==> src/rtl/tff_bank_arbiter.sv <==
// Round-robin arbiter/sequencer sharing one WIDTH-bit toggle flip-flop bank among NREQ requesters.
// Optional TFF_BANK_PARITY_EN adds a registered parity output of the bank.
module tff_bank_arbiter #(
  parameter int unsigned NREQ  = 4,
  parameter int unsigned WIDTH = 8,
  parameter int unsigned CNT_W = 4
) (
  input  logic                   clk,
  input  logic                   clr_n,
  input  logic                   sclr,
  input  logic [NREQ-1:0]        req,
  input  logic [NREQ*WIDTH-1:0]  mask,
  input  logic [NREQ*CNT_W-1:0]  count,
  output logic [NREQ-1:0]        grant,
  output logic [NREQ-1:0]        done,
  output logic                   busy,
`ifdef TFF_BANK_PARITY_EN
  output logic                   parity,
`endif
  output logic [WIDTH-1:0]       q
);

  localparam int unsigned IDX_W = (NREQ > 1) ? $clog2(NREQ) : 1;

  typedef enum logic [1:0] {
    IDLE,
    TOGGLE,
    DONE
  } state_t;

  state_t             state_q;
  logic [NREQ-1:0]    grant_q;
  logic [NREQ-1:0]    done_q;
  logic               busy_q;
  logic [WIDTH-1:0]   bank_q;
  logic [WIDTH-1:0]   bank_d;
  logic [IDX_W-1:0]   ptr_q;
  logic [IDX_W-1:0]   winner_q;
  logic [CNT_W-1:0]   remaining_q;
  logic [WIDTH-1:0]   mask_r_q;
`ifdef TFF_BANK_PARITY_EN
  logic               parity_q;
`endif

  logic [IDX_W-1:0]   cand;
  logic [IDX_W-1:0]   arb_idx;
  logic               arb_hit;
  logic [NREQ-1:0]    arb_oh;
  logic [WIDTH-1:0]   arb_mask;
  logic [CNT_W-1:0]   arb_count;
  logic [IDX_W-1:0]   ptr_inc;
  logic               abort;

  // First pending requester at or after the rr pointer, with wrap-around.
  always_comb begin
    arb_hit = 1'b0;
    arb_idx = ptr_q;
    cand    = ptr_q;
    for (int unsigned k = 0; k < NREQ; k++) begin
      cand = IDX_W'((32'(ptr_q) + k) % NREQ);
      if (!arb_hit && req[cand]) begin
        arb_hit = 1'b1;
        arb_idx = cand;
      end
    end
    arb_oh          = '0;
    arb_oh[arb_idx] = 1'b1;
    arb_mask        = mask[arb_idx*WIDTH +: WIDTH];
    arb_count       = count[arb_idx*CNT_W +: CNT_W];
  end

  always_comb begin
    ptr_inc = (winner_q == IDX_W'(NREQ - 1)) ? '0 : winner_q + 1'b1;
    abort   = (state_q == TOGGLE) && !req[winner_q];
    bank_d  = bank_q;
    if ((state_q == TOGGLE) && req[winner_q]) begin
      bank_d = bank_q ^ mask_r_q;
    end
    if (sclr) begin
      bank_d = '0;
    end
  end

  always_ff @(posedge clk or negedge clr_n) begin
    if (!clr_n) begin
      state_q     <= IDLE;
      grant_q     <= '0;
      done_q      <= '0;
      busy_q      <= 1'b0;
      bank_q      <= '0;
      ptr_q       <= '0;
      winner_q    <= '0;
      remaining_q <= '0;
      mask_r_q    <= '0;
`ifdef TFF_BANK_PARITY_EN
      parity_q    <= 1'b0;
`endif
    end else begin
      bank_q <= bank_d;
`ifdef TFF_BANK_PARITY_EN
      parity_q <= ^bank_d;
`endif
      done_q <= '0;
      case (state_q)
        IDLE: begin
          if (arb_hit) begin
            winner_q    <= arb_idx;
            grant_q     <= arb_oh;
            mask_r_q    <= arb_mask;
            remaining_q <= arb_count;
            busy_q      <= 1'b1;
            // A zero-length burst shows its grant and done together for one cycle.
            if (arb_count != '0) begin
              state_q <= TOGGLE;
            end else begin
              state_q <= DONE;
              done_q  <= arb_oh;
            end
          end
        end
        TOGGLE: begin
          if (abort) begin
            grant_q <= '0;
            ptr_q   <= ptr_inc;
            busy_q  <= 1'b0;
            state_q <= IDLE;
          end else begin
            remaining_q <= remaining_q - 1'b1;
            if (remaining_q == CNT_W'(1)) begin
              done_q  <= grant_q;
              grant_q <= '0;
              state_q <= DONE;
            end
          end
        end
        DONE: begin
          grant_q <= '0;
          ptr_q   <= ptr_inc;
          busy_q  <= 1'b0;
          state_q <= IDLE;
        end
        default: begin
          grant_q <= '0;
          busy_q  <= 1'b0;
          state_q <= IDLE;
        end
      endcase
    end
  end

  assign grant = grant_q;
  assign done  = done_q;
  assign busy  = busy_q;
  assign q     = bank_q;
`ifdef TFF_BANK_PARITY_EN
  assign parity = parity_q;
`endif

endmodule

==> config.mk <==
export PLATFORM = sky130hd
export DESIGN_NAME = tff_bank_arbiter
export DESIGN_NICKNAME = d
export VERILOG_FILES = /design/src/rtl/tff_bank_arbiter.sv
export SDC_FILE = /design/constraint.sdc
export NUM_CORES = 1
export LEC_CHECK = 0
export CAP_MARGIN = 20
export CORE_UTILIZATION = 49
export CTS_CLUSTER_DIAMETER = 150
export DETAILED_ROUTE_END_ITERATION = 12
export GPL_TIMING_DRIVEN = 0
export PLACE_DENSITY_LB_ADDON = 0.08
export REMOVE_ABC_BUFFERS = 1
export SKIP_CTS_REPAIR_TIMING = 1
export SLEW_MARGIN = 30
export SYNTH_ARGS = -nofsm -noshare
export SYNTH_HDL_FRONTEND = slang
export SYNTH_SLANG_ARGS = --single-unit
==> constraint.sdc <==
create_clock -name clk -period 4.1 [get_ports clk]
set_input_delay 0.615 -clock clk [delete_from_list [all_inputs] [get_ports clk]]
set_output_delay 0.615 -clock clk [all_outputs]
set_load 0.005 [all_outputs]
# Word-level counts from Yosys, hierarchy flattened
# Index checks and enable logic that the tools add are counted.
dict set report totals {
  regBits 35
  input_bits 55
  out_inout_bits 17
  word_cells 96
}
dict set report op_classes {
  n_addsub 5
  n_lt_le_gt_ge 7
  eq_ne 8
  n_shift 2
  mux 44
  bitwise 1
  n_reduce_logical 20
}
# cell n
set ops {}
lappend ops {{2-to-1 mux 4 bit} 9}
lappend ops {{variable part select 32 x 6 -> 8 bit} 1}
lappend ops {{case mux 4 bit (2 select lines)} 3}
lappend ops {{less-than comparator 2 x 3 -> 1 bit, second input constant} 6}
lappend ops {{2-to-1 mux 2 bit} 9}
lappend ops {{2-to-1 mux 8 bit} 2}
lappend ops {{variable part select 16 x 5 -> 4 bit} 1}
lappend ops {{2-to-1 mux 1 bit} 12}
lappend ops {{binary-select mux 1 bit (select 2 bit)} 5}
lappend ops {{case mux 2 bit (2 select lines)} 2}
lappend ops {{AND reduction 2 bit} 4}
lappend ops {{XOR 8 bit} 1}
lappend ops {{logical AND 1 bit} 6}
lappend ops {{!= test 2 bit, second input constant} 3}
lappend ops {{nonzero test 2 bit} 3}
lappend ops {{adder 2 x 1 -> 2 bit, second input constant} 2}
lappend ops {{adder 2 bit, second input constant} 2}
lappend ops {{equality test 2 bit, second input constant} 2}
lappend ops {{equality test 4 x 1 -> 1 bit, second input constant} 1}
lappend ops {{zero test 1 bit} 4}
lappend ops {{nonzero test 4 bit} 1}
lappend ops {{subtractor 4 x 1 -> 4 bit, second input constant} 1}
lappend ops {{!= test 3 x 2 -> 1 bit, second input constant} 1}
lappend ops {{AND reduction 3 bit} 1}
lappend ops {{5 further kinds} 5}

# Depth between registers and ports, before layout
dict set report depth {
  word_depth 19
  ltp_mapped 9
}

# Worst setup path after synthesis
# Ideal clock, no wire load.
dict set report synth_timing {
  path_kind {input-to-reg}
  start {input req[0]}
  end {register done_q[0] (netlist: done[0])}
  setup_ns 0.104
  arrival_time_ns 1.979
  required_time_ns 3.996
  path_slack_ns 2.017
  stages 7
  n_path_buf 1
  cell_sequence {nor2b_1 o31ai_2 buf_6 mux2i_1 mux2_2 nand4_4 o41ai_2}
}
dict set report synth_between {
  elab_chain_len 19
  word_cells_on_any_way 36
  cone_classes {order compare (2); shift (1); mux (23); reduce/logical (10)}
}
# element line
set synth_rtl {}
lappend synth_rtl {{start, declared} 11} ;# input logic [NREQ-1:0] req,
lappend synth_rtl {{binary-select mux 1 bit (select 2 bit)} 61} ;# if (!arb_hit && req[cand]) begin
lappend synth_rtl {{2-to-1 mux 1 bit (not written as such)} 61}
lappend synth_rtl {{2-to-1 mux 1 bit} 61}
lappend synth_rtl {{zero test 1 bit} 61}
lappend synth_rtl {{logical AND 1 bit} 61}
lappend synth_rtl {{2-to-1 mux 1 bit} 61}
lappend synth_rtl {{zero test 1 bit} 61}
lappend synth_rtl {{logical AND 1 bit} 61}
lappend synth_rtl {{(+3 left out)} -}
lappend synth_rtl {{2-to-1 mux 2 bit} 61}
lappend synth_rtl {{less-than comparator 2 x 3 -> 1 bit (not written as such) / >= comparator 2 x 1 -> 1 bit (equally long branches)} 67} ;# arb_oh[arb_idx] = 1'b1;
lappend synth_rtl {{logical AND 1 bit (not written as such)} 67}
lappend synth_rtl {{2-to-1 mux 1 bit (not written as such)} 67}
lappend synth_rtl {{demux 1 bit (select 2 bit)} 67}
lappend synth_rtl {{2-to-1 mux 4 bit} 113} ;# if (arb_count != '0) begin
lappend synth_rtl {{2-to-1 mux 4 bit} 106} ;# if (arb_hit) begin
lappend synth_rtl {{case mux 4 bit (2 select lines) *} 104} ;# case (state_q)
lappend synth_rtl {{end signal, assigned} 117} ;# done_q <= arb_oh;
lappend synth_rtl {{end signal, assigned} 130} ;# done_q <= grant_q;
lappend synth_rtl {{end, declared} 33} ;# logic [NREQ-1:0] done_q;
# Mark *: on every way between the ends. The rest lies on a longest branch, timed or not. The select of a mux whose other input is x is not followed.
# A chain may end at the register's enable or synchronous reset.

# Final worst setup path
dict set report layout_timing {
  start {input req[2]}
  end {register done_q[1] (netlist: done[1])}
}
# Same word-level chain as after synthesis.

==> results.toml <==
[setup_path]
path_buf_inv = 4
path_class = "input port to register"
cp_cell_sequence = "clkdlybuf4s50_1, or2_1, a21oi_2, o31ai_4, buf_6, buf_6, buf_8, mux2i_1, mux2_4, nand4_4, o31ai_1"
cp.depth = 11
crit_top_cell = "buf_6"
required_ns = 4.28
rr_startpoint = "ptr_q[1]"
rr_worst_depth = 10
r2r-end = "done[1]"
startpoint = "req[2]"
arrival_ns = 3.22
cpMaxStageDelayCell = "clkdlybuf4s50_1"
crit_path_max_incr_delay_ns = 0.54
crit_fanout = 13
crit_family = "buffers and inverters"
start_kind = "input port"
endpoint_kind = "register"
reg2reg_slack_ns = 1.54
endpoint = "done[1]"

[final_layout]
regArea_um2 = 876
area_delta_synth_final_pct = 42.5
diodes = 0
multiInputGateArea_mm2 = 0.00112
instances_no_fill = 328
nFillCells = 315
layout-drive-gt1-share = 0.0935
nNetsFinal = 335

[yosys]
synth_ff_type = "dfrtp_1"
syn_inst = 206
yosysSeqAreaShare = 0.424
yosys_warnings = 0
synth_area_leaders = "dfrtp_1 42%, mux2i_1 7.8%, a211oi_1 5.8%, nand2_1 4.7%, nor2b_1 4.2%"
ys_ff_latch = 35
synthDominantCellAreaShare = 0.424
synth_top_area_cell = "dfrtp_1"
yosysMostFrequentCell = "dfrtp_1"
synthTopCellsByCount = "35 x dfrtp_1, 26 x nand2_1, 17 x nor2_1, 16 x a211oi_1, 16 x mux2i_1"
synth_edf_count = 0
syn-cell-area_mm2 = 0.00206
synth-async-reset-ratio = 1.00
avgSynthCellArea_um2 = 10.0
ys_types = 41

[routing]
drt_first_pass_iters = 4
final_antenna_net_count = 0
dr_total_vias = 1756
drc = 0
viasPerCell = 5.35
totalWireLength_um = 4610
drtIter0Drc = 81
wl_per_cell_um = 14.0

[floorplan]
io_pins = 72
initial_core_util = 0.512
num_rows = 23
die_y_um = 66.9
core_mm2 = 0.00403
die_w_um = 66.9
die_area_mm2 = 0.00447

[clock_tree]
clockRootBuffer = "clkbuf_8"
clock_sinks = 35
cts_max_level = 2
clk_path_buf_depth = 2
cts_tree = "done"
cts.clk_slew.worst_paths_ns = 0.07
insertion_delay_ns = 0.28
cts_buffers = 5

[pwr]
ir_drop_v = 0.000279
pwr-share-comb = 0.523
p_seq_frac = 0.329
p_switching_mw = 0.716
total_power_mw = 1.84
p_sw_frac = 0.389
p_leak_nw = 1.27
power.internal_mw = 1.12
pwr-share-clk = 0.148
power_density_mw_per_mm2 = 626

[timing]
clock_skew_ns = 0.00482
fin_crit_sh = 0.742
fin_crit_ns = 3.04
slew_headroom = 0.510
setup_viol = 0
hold_viol = 0
setup_tns_ns = 0
drv_slew = 0
rsz0062_at_grt = "no"
max_slew.worst_pin.slew_ns = 0.734
max_freq_mhz = 329

[global_routing]
overflow = 0
antenna_found_initial = 0
grt_max_degree = 27
grt_usage = 0.242
grt_pass1_wl_um = 7980
grt_pass1_vias = 1780

[placed_design]
portBuffers = 71
dp_hpwl_um = 3510
gp_congestion = 0.756
dp_cells = 320

[run]
drv_cap = 0

[worst_hold_path]
hold_path_class = "input port to asynchronous set/reset pin"

[outcome]
status = "complete, no violations"
power by group through the flow:
stage	Sequential (mW)	Combinational, mW	Clock [mW]
6_report	0.605	0.962	0.273
5_1_grt	0.627	1.07	0.294
4_1_cts	0.606	0.975	0.280
3_5_place_dp	0.611	0.968	0
3_3_place_gp	0.605	0.912	0
2_1_floorplan	0.593	0.622	0
cells by family (layout without fill, tap and decap cells):
kind of cell,count (synthesis),in the layout,share of synthesized area
and+or+nand+nor,74,74,0.178
AOI/OAI and AO/OA,50,50,0.187
DFF,35,35,0.424
muxes,22,22,0.118
buffers and inverters,14,86,0.0400
xor gates and xnor gates,8,8,0.0340
adders and majority gates,3,3,0.0182
flip-flops by register name, summed over array words and instances, names as in the netlist:
register,count
mask_r_q,8
q,8
done,4
grant,4
remaining_q,4
ptr_q,2
state_q,2
winner_q,2
busy,1
cell type report:
type	instances	share of cell area
inverters	3	0.00383
flip-flops and latches	35	0.298
repair buffers	75	0.262
multi-input cells	157	0.381
clock buffers	8	0.0341
well taps	50	0.0213
routing by layer:
metal	share of wire	vias to the layer above	wire, um	global-route usage
met5	0	-	0	0
li1	-	876	-	-
met1	0.44	832	2040	0.279
met3	0.037	7	171	0.0497
met4	0.010	0	47	0.0718
met2	0.51	41	2350	0.443
stage by stage:
| stage | cell area (um2) | hold WS [ns] | util | setup WS, ns |
|---|---|---|---|---|
| after detailed placement | 2840 | 0.466 | 0.705 | 0.731 |
| final | 2940 | 0.243 | 0.730 | 1.06 |
| after floorplan | 1990 | 0.319 | - | 0.548 |
| after CTS | 2940 | 0.251 | 0.730 | 1.01 |
| after global routing | 2940 | 0.258 | 0.730 | 0.848 |
| after global placement | 2770 | 0.459 | 0.686 | -0.847 |
worst register-to-register path, cell delays in order, from the launching register on:
cell and delay (ns):
dfrtp_1 0.39, or2_1 0.14, a21oi_2 0.07, o31ai_4 0.41
buf_6 0.23, buf_6 0.17, buf_8 0.17, mux2i_1 0.21
mux2_4 0.20, nand4_4 0.15, o31ai_1 0.31
worst min path at each step:
stage / startpoint / endpoint / cells after the start
final: clr_n / remaining_q[2] / 1
after global routing: clr_n / remaining_q[2] / 1
after CTS: clr_n / remaining_q[2] / 1
after detailed placement: mask_r_q[2] / mask_r_q[2] / 1
after global placement: mask_r_q[4] / mask_r_q[4] / 1
after floorplan: clr_n / busy / 0
placed cells by master (no fill, tap or decap), drive strengths merged, types with 4 or more instances in the layout:
master	synthesis	layout
o21ai	7	7
nand2	26	26
a21oi	4	4
dfrtp	35	35
mux2	5	5
xor2	8	8
nor2	18	18
buf	5	5
clkbuf	6	8
a21o	8	8
mux2i	16	16
o31ai	4	4
a211oi	17	17
clkdlybuf4s50	0	70
nor2b	14	14
Power figures use the tool's default switching activity.
